### src/rtl/guitar_pkg.sv
// Shared constants for the guitar input conditioner: fret bit positions,
// idle levels of the raw controller lines and the hit-stretcher states.
package guitar_pkg;

    localparam int NUM_PLAYERS      = 2;
    localparam int FRETS_PER_PLAYER = 3;
    localparam int NUM_FRETS        = NUM_PLAYERS * FRETS_PER_PLAYER;

    localparam int P1B1_IDX = 0;
    localparam int P1B2_IDX = 1;
    localparam int P1B3_IDX = 2;
    localparam int P2B1_IDX = 3;
    localparam int P2B2_IDX = 4;
    localparam int P2B3_IDX = 5;

    localparam logic BTN_IDLE   = 1'b1;
    localparam logic STRUM_IDLE = 1'b0;

    localparam int STRUM_CNT_W = 8;

    typedef enum logic {
        ST_IDLE = 1'b0,
        ST_HOLD = 1'b1
    } hold_state_e;

endpackage

### src/rtl/input_debouncer.sv
// Two-flop synchroniser followed by a stability counter: the output only
// follows the synchronised input once it has differed for DEBOUNCE_CYCLES.
module input_debouncer #(
    parameter int   DEBOUNCE_CYCLES = 500000,
    parameter int   CNT_W           = 20,
    parameter logic IDLE_VAL        = 1'b1
) (
    input  logic clock,
    input  logic reset,
    input  logic raw,
    output logic stable
);

    localparam logic [CNT_W-1:0] CNT_LAST = CNT_W'(DEBOUNCE_CYCLES - 1);
    localparam logic [CNT_W-1:0] CNT_ONE  = CNT_W'(1);

    logic             sync1_q;
    logic             sync2_q;
    logic             stable_q;
    logic             stable_d;
    logic [CNT_W-1:0] cnt_q;
    logic [CNT_W-1:0] cnt_d;

    always_ff @(posedge clock) begin
        if (reset) begin
            sync1_q  <= IDLE_VAL;
            sync2_q  <= IDLE_VAL;
            stable_q <= IDLE_VAL;
            cnt_q    <= '0;
        end else begin
            sync1_q  <= raw;
            sync2_q  <= sync1_q;
            stable_q <= stable_d;
            cnt_q    <= cnt_d;
        end
    end

    // Any return to the accepted level restarts the stability window.
    always_comb begin
        stable_d = stable_q;
        cnt_d    = cnt_q;
        if (sync2_q == stable_q) begin
            cnt_d = '0;
        end else if (cnt_q == CNT_LAST) begin
            stable_d = sync2_q;
            cnt_d    = '0;
        end else begin
            cnt_d = cnt_q + CNT_ONE;
        end
    end

    assign stable = stable_q;

endmodule

### src/rtl/guitar_input_conditioner.sv
// Conditions the raw guitar-controller lines: debounced "held" levels, a
// stretched per-fret hit pulse on each strum edge, and per-player strum counts.
module guitar_input_conditioner
    import guitar_pkg::*;
#(
    parameter int DEBOUNCE_CYCLES = 500000,
    parameter int HOLD_CYCLES     = 4,
    parameter int CNT_W           = 20
) (
    input  logic                   clock,
    input  logic                   reset,
    input  logic                   p1b1,
    input  logic                   p1b2,
    input  logic                   p1b3,
    input  logic                   p1ls,
    input  logic                   p2b1,
    input  logic                   p2b2,
    input  logic                   p2b3,
    input  logic                   p2ls,
    output logic [NUM_FRETS-1:0]   guitar_held,
    output logic [NUM_FRETS-1:0]   guitar_hit,
    output logic [STRUM_CNT_W-1:0] p1_strums,
    output logic [STRUM_CNT_W-1:0] p2_strums
);

    localparam int                HCNT_W    = $clog2(HOLD_CYCLES + 1);
    localparam logic [HCNT_W-1:0] HCNT_LOAD = HCNT_W'(HOLD_CYCLES);
    localparam logic [HCNT_W-1:0] HCNT_ONE  = HCNT_W'(1);

    function automatic logic [STRUM_CNT_W-1:0] sat_inc(input logic [STRUM_CNT_W-1:0] v);
        return (v == {STRUM_CNT_W{1'b1}}) ? v : v + STRUM_CNT_W'(1);
    endfunction

    logic [NUM_FRETS-1:0]                     raw_btn;
    logic [NUM_FRETS-1:0]                     stable_btn;
    logic [NUM_FRETS-1:0]                     fret_pressed;
    logic [NUM_PLAYERS-1:0]                   raw_strum;
    logic [NUM_PLAYERS-1:0]                   stable_strum;
    logic [NUM_FRETS-1:0]                     held_q;
    logic [NUM_FRETS-1:0]                     held_d;
    logic [NUM_FRETS-1:0]                     hit_all;
    logic [NUM_PLAYERS-1:0][STRUM_CNT_W-1:0]  strums_all;

    assign raw_btn[P1B1_IDX] = p1b1;
    assign raw_btn[P1B2_IDX] = p1b2;
    assign raw_btn[P1B3_IDX] = p1b3;
    assign raw_btn[P2B1_IDX] = p2b1;
    assign raw_btn[P2B2_IDX] = p2b2;
    assign raw_btn[P2B3_IDX] = p2b3;
    assign raw_strum         = {p2ls, p1ls};

    for (genvar i = 0; i < NUM_FRETS; i++) begin : g_btn_deb
        input_debouncer #(
            .DEBOUNCE_CYCLES (DEBOUNCE_CYCLES),
            .CNT_W           (CNT_W),
            .IDLE_VAL        (BTN_IDLE)
        ) u_deb (
            .clock  (clock),
            .reset  (reset),
            .raw    (raw_btn[i]),
            .stable (stable_btn[i])
        );
    end

    for (genvar p = 0; p < NUM_PLAYERS; p++) begin : g_strum_deb
        input_debouncer #(
            .DEBOUNCE_CYCLES (DEBOUNCE_CYCLES),
            .CNT_W           (CNT_W),
            .IDLE_VAL        (STRUM_IDLE)
        ) u_deb (
            .clock  (clock),
            .reset  (reset),
            .raw    (raw_strum[p]),
            .stable (stable_strum[p])
        );
    end

    // Buttons are active-low on the wire; everything downstream is active-high.
    assign fret_pressed = ~stable_btn;

    always_comb begin
        held_d = '0;
        for (int i = 0; i < NUM_FRETS; i++) begin
            held_d[i] = fret_pressed[i] & stable_strum[i / FRETS_PER_PLAYER];
        end
    end

    always_ff @(posedge clock) begin
        if (reset) begin
            held_q <= '0;
        end else begin
            held_q <= held_d;
        end
    end

    for (genvar p = 0; p < NUM_PLAYERS; p++) begin : g_player
        localparam int BASE = p * FRETS_PER_PLAYER;

        logic [FRETS_PER_PLAYER-1:0] frets;
        logic                        strum_prev_q;
        logic                        strum_edge;
        hold_state_e                 state_q;
        hold_state_e                 state_d;
        logic [HCNT_W-1:0]           hcnt_q;
        logic [HCNT_W-1:0]           hcnt_d;
        logic [FRETS_PER_PLAYER-1:0] hit_q;
        logic [FRETS_PER_PLAYER-1:0] hit_d;
        logic [STRUM_CNT_W-1:0]      strums_q;
        logic [STRUM_CNT_W-1:0]      strums_d;

        assign frets      = fret_pressed[BASE +: FRETS_PER_PLAYER];
        assign strum_edge = stable_strum[p] & ~strum_prev_q;

        always_ff @(posedge clock) begin
            if (reset) begin
                state_q      <= ST_IDLE;
                strum_prev_q <= STRUM_IDLE;
                hcnt_q       <= '0;
                hit_q        <= '0;
                strums_q     <= '0;
            end else begin
                state_q      <= state_d;
                strum_prev_q <= stable_strum[p];
                hcnt_q       <= hcnt_d;
                hit_q        <= hit_d;
                strums_q     <= strums_d;
            end
        end

        // A new edge always wins over expiry, so a re-strum extends without a gap.
        always_comb begin
            state_d = state_q;
            unique case (state_q)
                ST_IDLE: begin
                    if (strum_edge) begin
                        state_d = ST_HOLD;
                    end
                end
                ST_HOLD: begin
                    if (!strum_edge && hcnt_q == HCNT_ONE) begin
                        state_d = ST_IDLE;
                    end
                end
                default: state_d = ST_IDLE;
            endcase
        end

        always_comb begin
            hit_d    = hit_q;
            hcnt_d   = hcnt_q;
            strums_d = strums_q;
            if (strum_edge) begin
                hit_d  = frets;
                hcnt_d = HCNT_LOAD;
                if (|frets) begin
                    strums_d = sat_inc(strums_q);
                end
            end else if (state_q == ST_HOLD) begin
                hcnt_d = hcnt_q - HCNT_ONE;
                if (hcnt_q == HCNT_ONE) begin
                    hit_d = '0;
                end
            end
        end

        assign hit_all[BASE +: FRETS_PER_PLAYER] = hit_q;
        assign strums_all[p]                     = strums_q;
    end

    assign guitar_held = held_q;
    assign guitar_hit  = hit_all;
    assign p1_strums   = strums_all[0];
    assign p2_strums   = strums_all[1];

endmodule

### config.mk
export PLATFORM = sky130hd
export DESIGN_NAME = guitar_input_conditioner
export DESIGN_NICKNAME = d
export VERILOG_FILES = /design/src/rtl/guitar_pkg.sv /design/src/rtl/input_debouncer.sv /design/src/rtl/guitar_input_conditioner.sv
export SDC_FILE = /design/constraint.sdc
export NUM_CORES = 1
export LEC_CHECK = 0
export ABC_AREA = 0
export CORE_MARGIN = 5
export CORE_UTILIZATION = 50
export CTS_CLUSTER_DIAMETER = 50
export CTS_CLUSTER_SIZE = 8
export DETAILED_ROUTE_END_ITERATION = 10
export DONT_BUFFER_PORTS = 1
export PLACE_DENSITY = 0.76
export SLEW_MARGIN = 20
export SYNTH_ARGS = -nofsm -noshare
export SYNTH_HDL_FRONTEND = slang
export SYNTH_SLANG_ARGS = --single-unit
### constraint.sdc
create_clock -name clock -period 1.7 [get_ports clock]
set_input_delay 0.17 -clock clock [delete_from_list [all_inputs] [get_ports clock]]
set_output_delay 0.17 -clock clock [all_outputs]
set_load 0.01 [all_outputs]
---- Word level (Yosys, flattened, before mapping) ----
Index checks and enable logic that the tools add are counted.
Widths: inputs -> output; s select.
word-level totals
  register bits after elaboration ......... 222
  bits of input ports ..................... 10
  output and inout port bits .............. 28
  word-level logic and storage cells ...... 148
cells by class
  add/sub/neg operators ................... 12
  equal/unequal tests ..................... 20
  mux-type cells .......................... 16
  bitwise logic cells ..................... 23
  reductions and logical operators ........ 32
operators with widths
  cell                   count
  $add 20x1->20 const B  8
  $eq 20x19->1 const B   8
  $mux 3                 10
  $reduce_or 3->1        10
  $reduce_and 2->1       10
  $add 8x1->8 const B    2
  $eq 8x8->1 const B     2
  $not 1->1              14
  $and 1x1->1            8
  $eq 1x1->1             8
  $reduce_bool 2->1      4
  $eq 3x1->1 const B     2
  $not 6->6              1
  $reduce_and 3->1       2
  $sub 3x1->3 const B    2
  $mux 1                 4
  $pmux 1 s2             2
  $reduce_or 2->1        2
  $logic_and 1x1->1      2
  $logic_not 1->1        2

---- Depth between registers and ports, before layout ----
  depth after elaboration ................. 6
  gate-level depth with buffers ........... 7
  depth with buffers taken out ............ 5

---- By module ----
A second synthesis with hierarchy kept.
second synthesis, totals
  cells, all modules ...................... 1116
  area, all modules ....................... 10231.1 sq um
by module, submodules not included
  module                                       times used  cells each  area an instance (sq um)
  input_debouncer at g_btn_deb[0].u_deb ...    6           116         1076.0
  input_debouncer at g_strum_deb[0].u_deb ...  2           118         1034.7
  guitar_input_conditioner                     1           184         1705.4

---- Worst setup path after synthesis ----
OpenSTA, ideal clock, no wires.
  path type ............................... register to register
  start point ............................. register g_btn_deb[0].u_deb.cnt_q[0]
  end point ............................... register g_btn_deb[0].u_deb.cnt_q[18]
  setup time .............................. 0.070 ns
  arrival ................................. 1.780 ns
  required time ........................... 1.630 ns
  path slack .............................. -0.150 ns
  cell stages (with the launch flop) ...... 6
  path buffers ............................ 0
  period minus slack after synthesis ...... 1.850 ns
  cell sequence ........................... dfxtp_1 ha_1 nand4_1 or4_1 or3_1 a21oi_1
on the way
  longest elaborated chain between the ends .. 2
  elaborated cells between the ends (all ways) .. 3
  classes of those cells .................. add/sub: 1; eq/ne: 1; reduce/logical: 1
RTL lines
  what                                                   line                   text
  start: declaration                                     input_debouncer.sv:21  logic [CNT_W-1:0] cnt_q;
  start signal: assignment                               input_debouncer.sv:34  cnt_q <= cnt_d;
  branches (longest 2 deep; another with $add 20x1->20)  -
Parallel ways; which one is timed is not known.
A chain may end at the register's enable or synchronous reset.

---- Worst setup path in the final report ----
  start point ............................. register g_strum_deb[0].u_deb.cnt_q[12]
  end point ............................... register g_strum_deb[0].u_deb.cnt_q[7]
on the way
  longest elaborated chain between the ends .. 2
RTL lines
  what                              line                   text
  start: declaration                input_debouncer.sv:21
  start signal: assignment          input_debouncer.sv:34
  $eq 20x19->1                      input_debouncer.sv:44  end else if (cnt_q == CNT_LAST) begin
  $reduce_or 3->1 (no source line)  -
Every way passes these cells.

==> impl_metrics.ini <==
[status]
outcome = finished with violations
failed_checks = setup timing

[cells_and_area]
number_of_nets_at_the_end_of_the_flow = 1293
area_delta_synth_final_pct = 27.51
area_used_by_sequential_logic_in_the_layout_um2 = 4481
post_layout_nonfiller_instances = 1530
multiInputGateArea_um2 = 5200
layout-drive-gt1-share = 0.2307
layout.filler_cells = 1436
antenna-diode-count = 0

[logic_synthesis]
syn-mean-instance-area_um2 = 8.732
ys_seq_area_frac = 0.4610
yosys.area.top_type = dfxtp_1
synth.top_cells.by_area = dfxtp_1, nor2_1, xor2_1
netlist.area_leader.share = 0.4610
synth_cell_type_count = 53
yosys_warnings = 0
number_of_enable_type_register_cells_in_the_synthesized_netlist = 0
synth_area_um2 = 9640
post_synth_most_frequent_cells = dfxtp_1, nor2_1, nand2_1
post_synthesis_net_count = 1128
synthMostInstantiatedCell = dfxtp_1
postSynth.asyncResetShare = 0
synth_flop_cell = dfxtp_1
synthCells = 1104
postSynthRegisterBits = 222

[worst_setup_path]
setup.reg_to_reg.worst_slack_ns = -0.002
ff2ff_path_depth = 5
timing.critical_path.from_type = register
critical_path.reg2reg.startpoint = g_strum_deb[0].u_deb.cnt_q[12]
cp-startpoint = g_strum_deb[0].u_deb.cnt_q[12]
worst_setup_path_end_kind = register
critical_path.max_fanout = 6
critical_path.reg2reg.endpoint = g_strum_deb[0].u_deb.cnt_q[7]
cp.arrival_ns = 2.13
worstSetupPathType = reg -> reg
worst_ep_required_time_ns = 2.13

[detailed_routing]
drt_pass1_iterations = 5
drt_first_iter_violations = 480
post_drt_via_cell_ratio = 5.508
route.detailed.drc = 0
drt-wirelength-per-cell_um = 14.23
number_of_nets_with_antenna_violations_after_detailed_routing = 0
number_of_vias_in_the_routed_layout = 8428
route.final.wire_length_mm = 21.78

[clocking]
clock_tree_from_tritoncts = done
ctsHtreeMaxLevel = 1
max-clock-path-buffers = 3
clk_root_buffer_cell = clkbuf_16
path_clk_slew_ns = 0.05
clock_latency_ns = 0.55
clkSinkCount = 222
cts_inserted_buffers = 31

[run]
timing.max_cap.violations = 0

[floorplan]
num_rows = 50
design.core.area_um2 = 18830
die_x_um = 148.9
die_y_um = 148.9
die_area_um2 = 22160
design.portCount = 38
floorplan.initialDensity = 0.5120

[global_route]
grt_first_pass_wirelength_mm = 36.16
number_of_global_route_vias_before_repair = 8033
number_of_antenna_violations_at_the_first_check_in_global_routing = 0
grt_overflow = 0
gr_usage_total = 0.1878
largest_net_degree_at_the_start_of_global_routing = 50

[power]
totalPowerFinal_uw = 10660
p_leak_uw = 0.004134
irDropWorstVdd_mv = 0.7419
p_per_area_nw_per_um2 = 867.5

[timing]
drv_slew = 0
timing.final.setup_violations = 1
rsz_0062_raised_after_global_routing = yes
max_freq_ghz = 0.5874
min_period_ns = 1.702
final_hold_viol_count = 0
tns_ns = -0.002443
maximum_clock_skew_at_final_layout_ns = 0.01183
fin_ws_ns = -0.002443
final.period_utilization = 1.001
timing.slew.headroom = 0.7701
worst_slew_pin_slew_ns = 0.3362

[placement]
finalWeightedCongestion = 0.8413
dpl.cell_count = 1471
detailed_place_hpwl_mm = 14.63
port_buffers = 0

[hold_path]
hold_path.startpoint = p1b3
hold-path-cell-count = 2
hp-class = in -> reg
holdPathEnd = g_btn_deb[2].u_deb.sync1_q
[flip-flops by register name, indices dropped and copies added, names as in the netlist, 6 cells and up]
register and count:
g_btn_deb.u_deb.sync2_q 6, g_btn_deb.u_deb.cnt_q 120, p1_strums 8, g_strum_deb.u_deb.cnt_q 40
g_btn_deb.u_deb.sync1_q 6, g_player.hcnt_q 6, guitar_held 6, g_btn_deb.u_deb.stable 6
g_player.hit_q 6, p2_strums 8
[cells in the final DEF, fill, tap and decap left out, drive strengths merged, types with 2 or more instances in the layout]
cell type,count
nand2,67
nor4b,5
o211ai,7
dfxtp,222
and3,10
nand4b,2
a21oi,62
o2111ai,2
inv,37
and4,23
or3,34
o21bai,3
o21ai,41
mux2i,5
clkbuf,34
o31ai,18
or3b,3
or4b,4
xor2,59
or2,15
a211o,2
ha,14
buf,158
a2111oi,2
nor4,21
xnor2,56
nor4bb,2
nand3,62
nand4,58
nand3b,2
nor2b,6
or4,22
a21o,2
and2,10
nor2,155
nor3,24
nand2b,4
dlygate4sd3,9
a31oi,3
[metrics by stage]
stage | util | instance area, um2 | hold slack, ns | setup slack [ns]
floorplan | - | 9712 | 0.2738 | -0.05782
global placement | 0.5820 | 10960 | 0.2492 | -0.003546
detailed placement | 0.5820 | 10960 | 0.2481 | -0.01479
CTS | 0.6320 | 11900 | 0.2303 | -0.007850
global route | 0.6528 | 12290 | 0.2547 | -0.06861
finish | 0.6528 | 12290 | 0.2617 | -0.002443
[worst max-delay path, stage by stage (launching register included)]
cell and delay (ns):
dfxtp_2 0.31, or4_1 0.51, or3_4 0.41, o21bai_4 0.16, buf_6 0.16, nor2_2 0.04
[worst max path at each step]
| stage | end | slack, ns |
|---|---|---|
| global placement | g_btn_deb[1].u_deb.cnt_q[17] | -0.004 |
| finish | g_strum_deb[0].u_deb.cnt_q[7] | -0.002 |
| CTS | g_strum_deb[0].u_deb.cnt_q[17] | -0.008 |
| detailed placement | g_btn_deb[1].u_deb.cnt_q[17] | -0.01 |
| floorplan | g_btn_deb[0].u_deb.cnt_q[18] | -0.06 |
| global route | g_strum_deb[0].u_deb.cnt_q[6] | -0.07 |
[cell families after synthesis]
kind of cell / after synthesis / share of synthesized area
xor gates and xnor gates: 115 / 0.1045
adders and majority gates: 14 / 0.01817
AOI/OAI and AO/OA: 146 / 0.08878
buffers and inverters: 72 / 0.03115
muxes: 5 / 0.005192
DFF: 222 / 0.4610
and+or+nand+nor: 530 / 0.2912
[area by class of cell]
class,count,share of cell area
clock buffer,33,0.06372
clock inverter,1,0.001629
sequential,222,0.3645
inverter,36,0.01099
tap,260,0.02646
multi-input combinational,810,0.4230
timing repair buffer,168,0.1097
[repair_timing]
item	in CTS	in global routing
setup endpoints to repair	14	143
resized for setup	8	79
hold endpoints to repair	69	0
buffers inserted	0	11
cloned	0	4
pin swaps	1	26
hold buffers	10	0
[report_power, final]
group / internal [uW] / switching [uW]
Clock: 3190 / 2070
Sequential: 5240 / 14.7
Combinational: 68.0 / 82.3
[per-layer routing]
layer  vias up  GRT usage  wire length (um)
met2       168     0.3287             10700
met3        48    0.03160               760
met4         0    0.05492               500
li1       4242          -                 -
met1      3970     0.2388              9814
met5         -          0                 0
(Power assumes the default switching activity.)
